**src/rtl/midi_pkg.sv**
```systemverilog
// Shared MIDI parser types: event encodings, status nibbles, parser states.
// Imported by the parser top and its output register.
package midi_pkg;

    typedef enum logic [1:0] {
        EV_NOTE_OFF    = 2'd0,
        EV_NOTE_ON     = 2'd1,
        EV_CTRL_CHANGE = 2'd2,
        EV_PITCH_BEND  = 2'd3
    } ev_type_e;

    typedef enum logic [1:0] {
        WAIT_STATUS = 2'd0,
        WAIT_D1     = 2'd1,
        WAIT_D2     = 2'd2,
        SKIP        = 2'd3
    } parse_state_e;

    localparam logic [3:0] ST_NOTE_OFF = 4'h8;
    localparam logic [3:0] ST_NOTE_ON  = 4'h9;
    localparam logic [3:0] ST_POLY_AT  = 4'hA;
    localparam logic [3:0] ST_CTRL     = 4'hB;
    localparam logic [3:0] ST_PROG     = 4'hC;
    localparam logic [3:0] ST_CHAN_AT  = 4'hD;
    localparam logic [3:0] ST_BEND     = 4'hE;
    localparam logic [3:0] ST_SYSTEM   = 4'hF;

    localparam logic [7:0] RT_THRESHOLD = 8'hF8;

    typedef struct packed {
        ev_type_e   typ;
        logic [3:0] chan;
        logic [6:0] d1;
        logic [6:0] d2;
    } midi_ev_t;

    // Program change and channel pressure carry a single data byte.
    function automatic logic has_d2(input logic [3:0] hi);
        return (hi != ST_PROG) && (hi != ST_CHAN_AT);
    endfunction

endpackage

```
**src/rtl/midi_evt_reg.sv**
```systemverilog
// One-entry valid/ready event register with a sticky overflow flag.
module midi_evt_reg
    import midi_pkg::*;
(
    input  logic     Clk,
    input  logic     Rst_n,
    input  logic     ld,
    input  midi_ev_t ld_ev,
    input  logic     ev_ready,
    input  logic     clr_ovf,
    output logic     ev_valid,
    output midi_ev_t ev,
    output logic     overflow
);

    logic accept;

    assign accept = ~ev_valid | ev_ready;

    always_ff @(posedge Clk or negedge Rst_n) begin
        if (!Rst_n) begin
            ev_valid <= 1'b0;
            ev       <= '0;
            overflow <= 1'b0;
        end else begin
            if (ld && accept) begin
                ev_valid <= 1'b1;
                ev       <= ld_ev;
            end else if (ev_ready) begin
                ev_valid <= 1'b0;
            end
            // A dropped event outranks a same-cycle clear.
            if (ld && !accept) begin
                overflow <= 1'b1;
            end else if (clr_ovf) begin
                overflow <= 1'b0;
            end
        end
    end

endmodule

```
**src/rtl/midi_msg_parser.sv**
```systemverilog
// MIDI byte-stream parser with running status, emitting note/CC events.
// Define MIDI_PARSER_PITCHBEND_EN to emit pitch-bend events.
module midi_msg_parser
    import midi_pkg::*;
#(
    parameter int OMNI    = 1,
    parameter int CHANNEL = 0
) (
    input  logic       Clk,
    input  logic       Rst_n,
    input  logic [7:0] byte_in,
    input  logic       byte_vld,
    output logic       ev_valid,
    input  logic       ev_ready,
    output logic [1:0] ev_type,
    output logic [3:0] ev_chan,
    output logic [6:0] ev_d1,
    output logic [6:0] ev_d2,
    output logic       overflow,
    input  logic       clr_ovf
);

    parse_state_e state;
    logic [7:0]   run_st;
    logic         rs_vld;
    logic [6:0]   d1_q;

    logic is_rt;
    logic is_sys;
    logic is_stat;
    logic is_data;
    logic take_d1;
    logic take_d2;
    logic chan_ok;
    logic emit;
    logic ld;

    midi_ev_t new_ev;
    midi_ev_t ev_q;

    assign is_rt   = byte_in >= RT_THRESHOLD;
    assign is_sys  = (byte_in[7:4] == ST_SYSTEM) && !is_rt;
    assign is_stat = byte_in[7] && (byte_in[7:4] != ST_SYSTEM);
    assign is_data = !byte_in[7];

    // Data in WAIT_STATUS/SKIP only counts as d1 under running status.
    assign take_d1 = byte_vld && is_data && rs_vld && (state != WAIT_D2);
    assign take_d2 = byte_vld && is_data && (state == WAIT_D2);

    assign chan_ok = (OMNI != 0) || (run_st[3:0] == CHANNEL[3:0]);
    assign ld      = take_d2 && emit && chan_ok;

    always_comb begin
        new_ev.typ  = EV_NOTE_OFF;
        new_ev.chan = run_st[3:0];
        new_ev.d1   = d1_q;
        new_ev.d2   = byte_in[6:0];
        emit        = 1'b0;
        unique case (run_st[7:4])
            ST_NOTE_OFF: begin
                emit = 1'b1;
            end
            ST_NOTE_ON: begin
                emit = 1'b1;
                if (byte_in[6:0] != 7'd0) begin
                    new_ev.typ = EV_NOTE_ON;
                end
            end
            ST_CTRL: begin
                emit       = 1'b1;
                new_ev.typ = EV_CTRL_CHANGE;
            end
`ifdef MIDI_PARSER_PITCHBEND_EN
            ST_BEND: begin
                emit       = 1'b1;
                new_ev.typ = EV_PITCH_BEND;
            end
`endif
            default: begin
                emit = 1'b0;
            end
        endcase
    end

    always_ff @(posedge Clk or negedge Rst_n) begin
        if (!Rst_n) begin
            state  <= WAIT_STATUS;
            run_st <= '0;
            rs_vld <= 1'b0;
            d1_q   <= '0;
        end else if (byte_vld) begin
            unique case (1'b1)
                is_rt: ;
                is_sys: begin
                    state  <= SKIP;
                    rs_vld <= 1'b0;
                end
                is_stat: begin
                    run_st <= byte_in;
                    rs_vld <= 1'b1;
                    state  <= WAIT_D1;
                end
                default: begin
                    if (take_d2) begin
                        state <= WAIT_STATUS;
                    end else if (take_d1) begin
                        d1_q  <= byte_in[6:0];
                        state <= has_d2(run_st[7:4]) ?
                                 WAIT_D2 : WAIT_STATUS;
                    end
                end
            endcase
        end
    end

    midi_evt_reg u_evt_reg (
        .Clk      (Clk),
        .Rst_n    (Rst_n),
        .ld       (ld),
        .ld_ev    (new_ev),
        .ev_ready (ev_ready),
        .clr_ovf  (clr_ovf),
        .ev_valid (ev_valid),
        .ev       (ev_q),
        .overflow (overflow)
    );

    assign ev_type = ev_q.typ;
    assign ev_chan = ev_q.chan;
    assign ev_d1   = ev_q.d1;
    assign ev_d2   = ev_q.d2;

endmodule

```
**config.mk**
```make
export PLATFORM = sky130hd
export DESIGN_NAME = midi_msg_parser
export DESIGN_NICKNAME = d
export VERILOG_FILES = /design/src/rtl/midi_pkg.sv /design/src/rtl/midi_evt_reg.sv /design/src/rtl/midi_msg_parser.sv
export SDC_FILE = /design/constraint.sdc
export NUM_CORES = 1
export LEC_CHECK = 0
export CAP_MARGIN = 15
export CORE_AREA = 2 2 62 64
export DETAILED_ROUTE_END_ITERATION = 16
export DIE_AREA = 0 0 64 66
export GPL_TIMING_DRIVEN = 0
export PLACE_DENSITY = 0.75
export REMOVE_ABC_BUFFERS = 1
export SLEW_MARGIN = 40
export SYNTH_ARGS = -nofsm -noshare
export SYNTH_HDL_FRONTEND = slang
export SYNTH_SLANG_ARGS = --single-unit
```
**constraint.sdc**
```tcl
create_clock -name Clk -period 1.8 [get_ports Clk]
set_input_delay 0.45 -clock Clk [delete_from_list [all_inputs] [get_ports Clk]]
set_output_delay 0.45 -clock Clk [all_outputs]
set_load 0.01 [all_outputs]
```
==> results.yml, run 1 <==
placement:
  port_buffers: 34
  gp_congestion: 0.736
  dp_hpwl_um: 2240
  dp_cells: 189
cts:
  hold_buffers: 0
  htreeDepth: 2
  cts_tree: "done"
  cts.root.buffer_cell: "clkbuf_4"
  numCtsBuffers: 5
  cts_sinks: 40
  path_clk_slew_ns: 0.12
  worst_skew_pair.late_latency_ns: 0.35
  clockBufferDepth: 2
outcome:
  violations: "negative setup slack"
  outcome: "finished with violations"
logic_synthesis:
  synth_cell_type_count: 26
  yosysWarnings: 0
  synth.area.top_cells: "dfrtp_1 (59%), mux2_4 (18%), mux2_2 (9.3%)"
  yosysSeqAreaShare_pct: 59.0
  synthTopCellsByCount: "dfrtp_1 (40), mux2_4 (20), mux2_2 (14)"
  ys_ff_latch: 40
  syn_area_mm2: 0.00170
  async_flop_share_pct: 100
  synth_top_cell_by_area: "dfrtp_1"
  synth_top_area_share_pct: 59.0
  avgSynthCellArea_um2: 15.6
  synth_ff_type: "dfrtp_1"
  netlist_instances: 109
  yosysMostFrequentCell: "dfrtp_1"
  synth_edf_count: 0
global_route:
  gr-total-overflow: 0
  grt_pass1_vias: 1154
  grt_max_degree: 24
  grt_pass1_wl_um: 5800
  grt.total_usage_pct: 18.4
  antenna_found_initial: 0
timing:
  skew_ns: 0.0139
  relSlewSlack_pct: 54.8
  fin_setup_tns_ns: -1.24
  rsz0062_at_grt: "true"
  setup_violations: 27
  worst_slack_ns: -0.0694
  fin_crit_sh_pct: 104
  drv_slew: 0
  min_period_ns: 1.87
  worstMarginPinSlew_ns: 0.674
  fmax_mhz: 535
  hold_violations: 0
floorplan:
  die_area_mm2: 0.00422
  core_mm2: 0.00355
  die_h_um: 66
  initial_utilization_pct: 47.8
  rows: 22
  io_pins: 35
  die_w_um: 64
power_and_ir_drop:
  p_total_mw: 2.81
  combPwrFrac_pct: 37.8
  irDropWorstVdd_mv: 0.734
  p_leak_nw: 0.991
  switching_power_mw: 0.781
  pwr-share-clk_pct: 14.0
  powerDensity_mw_per_mm2: 1280
  seqPwrFrac_pct: 48.2
  power.internal_mw: 2.03
  p_sw_share_pct: 27.8
setup_path:
  endpoint_kind: "flop"
  critical_path_arrival_ns: 2.10
  crit_required_ns: 2.03
  crit_type: "primary input to flop"
  path_max_fanout: 9
  critical_path.startpoint_type: "primary input"
cells_and_area:
  drive_above_1_share_pct: 32.9
  antenna_cells: 0
  nNetsFinal: 164
  fin_cells: 197
  utilization_pct: 61.8
  area_delta_synth_final_pct: 29.4
routing:
  dr.pass1.iters: 4
  drc: 0
  first_iter_violations: 32
  wl_per_cell_um: 16.9
  ant_nets: 0
  vias: 1061
  drt-total-wl_um: 3340
  vias_per_cell: 5.39
flow_run:
  cap_violations: 0
min_path:
  min_path_type: "primary input to asynchronous set/reset pin"
-- worst paths after layout --
check                      slack (ns)        from  cells after the start          endpoint
setup reg to reg                 0.11    state[0]                      3           d1_q[4]
setup / recovery                -0.07  byte_in[7]                      4         run_st[5]
hold reg to reg                  0.50     d1_q[0]                      1   u_evt_reg.ev[7]
max in group asynchronous        1.29       Rst_n                      2           d1_q[5]
hold / removal                   0.03       Rst_n                      1  u_evt_reg.ev[15]
min in group Clk                 0.50     d1_q[0]                      1   u_evt_reg.ev[7]
-- layer usage --
layer | GRT usage, % | share of wire, %
met1 | 22.8 | 45
met2 | 30.9 | 50
met3 | 5.96 | 4.0
met4 | 5.43 | 0.87
met5 | 0 | 0
-- what timing repair did --
| action | in CTS | in global routing |
|---|---|---|
| cloned | 2 | 0 |
| gates resized for setup | 3 | 0 |
| setup endpoints to repair | 34 | 26 |
| pin swaps | 1 | 0 |
| buffers inserted | 1 | 0 |
-- power groups by stage --
| stage | clock network (mW) | logic (mW) | registers, mW |
|---|---|---|---|
| finish | 0.394 | 1.06 | 1.36 |
| global route | 0.452 | 1.13 | 1.39 |
| CTS | 0.403 | 1.08 | 1.36 |
| detailed placement | 0 | 1.05 | 1.37 |
| global placement | 0 | 1.02 | 1.35 |
| floorplan | 0 | 0.426 | 1.44 |
-- placed cells by master (no fill, tap or decap), drive strengths merged, types with 2 or more instances in the layout --
cell           netlist  layout
nand2                4       4
dfrtp               40      40
clkdlybuf4s50        0      33
nand4                2       4
clkbuf               0       5
nand2b               3       3
nand3                2       2
nor2                 2       2
buf                  3       3
mux2                34      34
nor3                 2       2
inv                  4       4
-- worst max-delay path, stage by stage --
cell,delay [ns]
clkdlybuf4s50_1,0.62
nand4_1,0.22
nand3_1,0.41
mux2_2,0.39
-- stage by stage --
stage / setup slack (ns) / cell area [um2] / hold slack (ns)
5_1_grt: -0.110 / 2190 / 0.0453
4_1_cts: -0.0421 / 2190 / 0.0446
6_report: -0.0694 / 2190 / 0.0268
3_3_place_gp: -0.978 / 2060 / 0.470
2_1_floorplan: -0.140 / 1660 / 0.154
3_5_place_dp: -0.622 / 2090 / 0.421
-- layout make-up --
class | instances | area, um2
Fill cell | 270 | 1360
Sequential cell | 40 | 1000
Multi-Input combinational cell | 64 | 698
Timing Repair Buffer | 36 | 383
Tap cell | 48 | 60.1
Clock buffer | 5 | 37.5
Inverter | 4 | 15.0
-- logic make-up after synthesis --
family	Yosys count	synth area share (%)
muxes	34	27.0
DFF	40	59.0
AOI/OAI and AO/OA	7	3.02
and+or+nand+nor	21	8.11
buffers and inverters	7	2.88
-- flip-flops by register name, indices dropped and copies added, names as in the netlist --
name / count
rs_vld: 1
u_evt_reg.overflow: 1
state: 2
u_evt_reg.ev: 20
d1_q: 7
u_evt_reg.ev_valid: 1
run_st: 8
No activity file was read; power rests on OpenSTA's default activity.
==> inputs of run 2 (changes only) <==
GPL_TIMING_DRIVEN = unset   (was 0)
PLACE_DENSITY = unset   (was 0.75)
PLACE_DENSITY_LB_ADDON = 0.3   (was unset)
==> results.yml, run 2 (synthesized netlist as in run 1, its figures left out) <==
outcome:
  outcome: "finished, final reports clean"
routing:
  drt-total-wl_um: 3170
  vias_per_cell: 5.06
  drc: 0
  first_iter_violations: 12
  vias: 1073
  ant_nets: 0
  wl_per_cell_um: 15.0
  dr.pass1.iters: 4
global_route:
  grt_pass1_wl_um: 5620
  grt_pass1_vias: 1164
  antenna_found_initial: 0
  grt_max_degree: 23
  grt.total_usage_pct: 17.8
  gr-total-overflow: 0
placement:
  dp_cells: 204
  dp_hpwl_um: 2350
  port_buffers: 34
  postPlaceCellArea_mm2: 0.00222
  gp_congestion: 0.869
setup_path:
  crit_family: "buffers and inverters"
  crit_required_ns: 1.35
  slowest_delay_ns: 0.54
  r2r_cells: 4
  path_buf_inv: 1
  crit_chain: "clkdlybuf4s50_1"
  slowest_stage: "clkdlybuf4s50_1"
  crit_type: "flop to output port"
  rrSetupSlack_ns: 0.29
  critical_path.startpoint_type: "flop"
  endpoint_kind: "output port"
  path_max_fanout: 2
  critical_path_arrival_ns: 1.26
  cp.depth: 1
min_path:
  min_path_type: "primary input to asynchronous set/reset pin"
cells_and_area:
  fill_cells: 276
  area_delta_synth_final_pct: 36.2
  top_register: "u_evt_reg.ev"
  design_area_mm2: 0.00231
  fin_cells: 212
  reg_top3: "u_evt_reg.ev x20, run_st x8, d1_q x7"
  largest_register_ff_count: 20
  final_common_cell: "dfrtp_1"
  antenna_cells: 0
  final_cell_mix: "dfrtp_1 (40), clkdlybuf4s50_1 (33), mux2_4 (20)"
  nNetsFinal: 176
  drive_above_1_share_pct: 38.4
power_and_ir_drop:
  powerDensity_mw_per_mm2: 1330
  switching_power_mw: 0.776
  pwr-share-clk_pct: 21.2
  p_sw_share_pct: 25.3
  irDropWorstVdd_mv: 0.817
  power.internal_mw: 2.29
  combPwrFrac_pct: 34.8
  seqPwrFrac_pct: 43.9
  p_leak_nw: 1.09
timing:
  relSlewSlack_pct: 70.5
  setup_violations: 0
  min_period_ns: 1.71
  hold_violations: 0
  fmax_mhz: 585
  skew_ns: 0.00965
  rsz0062_at_grt: "false"
  drv_slew: 0
  fin_crit_sh_pct: 95.0
  worstMarginPinSlew_ns: 0.443
floorplan:
  die_h_um: 66
  core_mm2: 0.00355
  die_w_um: 64
  rows: 22
  die_area_mm2: 0.00422
  io_pins: 35
  initial_utilization_pct: 47.8
cts:
  path_clk_slew_ns: 0.12
  clockBufferDepth: 2
  numCtsBuffers: 5
  worst_skew_pair.late_latency_ns: 0.34
  postCtsSetupBuffers: 0
  cts_resized: 0
  cts_sinks: 40
  cts.root.buffer_cell: "clkbuf_4"
  hold_buffers: 0
  htreeDepth: 2
  cts_tree: "done"
flow_run:
  cap_violations: 0
-- run 2: changes by cell type in the layout (fill, tap and decap cells not counted), sizes merged --
cell	change
bufinv	+1
clkbuf	+2
buf	+14
nand4	-2
-- run 2: layer usage --
layer,track usage [%],share of wire [%],up-vias
li1,-,-,499
met1,22.8,44,535
met2,28.8,49,32
met3,5.62,5.0,7
met4,5.71,1.3,0
met5,0,0,-
-- run 2: layout make-up --
class	count	area (um2)	share of cell area, %
multi-input cells	62	647	28.0
repair buffers	50	493	21.3
clock buffers	7	65.1	2.82
well taps	48	60.1	2.60
clock inverters	1	30.0	1.30
inverters	4	15.0	0.650
flip-flops and latches	40	1000	43.3
-- run 2: power groups by stage --
stage | combinational [mW] | clock [mW] | sequential, mW
2_1_floorplan | 0.426 | 0 | 1.44
3_3_place_gp | 1.06 | 0 | 1.35
3_5_place_dp | 1.07 | 0 | 1.37
4_1_cts | 1.08 | 0.673 | 1.35
5_1_grt | 1.14 | 0.724 | 1.39
6_report | 1.07 | 0.651 | 1.35
-- run 2: worst paths after layout --
check / startpoint / endpoint
max: u_evt_reg.ev[13] / ev_d1[6]
min: Rst_n / u_evt_reg.ev[8]
max reg2reg: run_st[6] / u_evt_reg.ev[5]
min reg2reg: state[0] / state[0]
max in group asynchronous: Rst_n / d1_q[5]
min in group Clk: state[0] / state[0]
-- run 2: stage by stage --
step           setup slack [ns]  util, %  hold WS, ns  TNS (ns)  power [mW]
6_report                 0.0902     65.1       0.0242         0        3.07
5_1_grt                 0.00843     65.1       0.0321         0        3.25
4_1_cts                  0.0676     65.1       0.0280         0        3.11
3_5_place_dp             -0.170     62.4        0.419     -4.73        2.44
3_3_place_gp             -0.118     62.4        0.411     -3.68        2.41
2_1_floorplan            -0.140        -        0.154     -2.80        1.86
==> inputs of run 3 (changes only) <==
CAP_MARGIN = 25   (was 15)
==> results of run 3 <==
Final layout, timing and power as in run 2 (identical DEF).
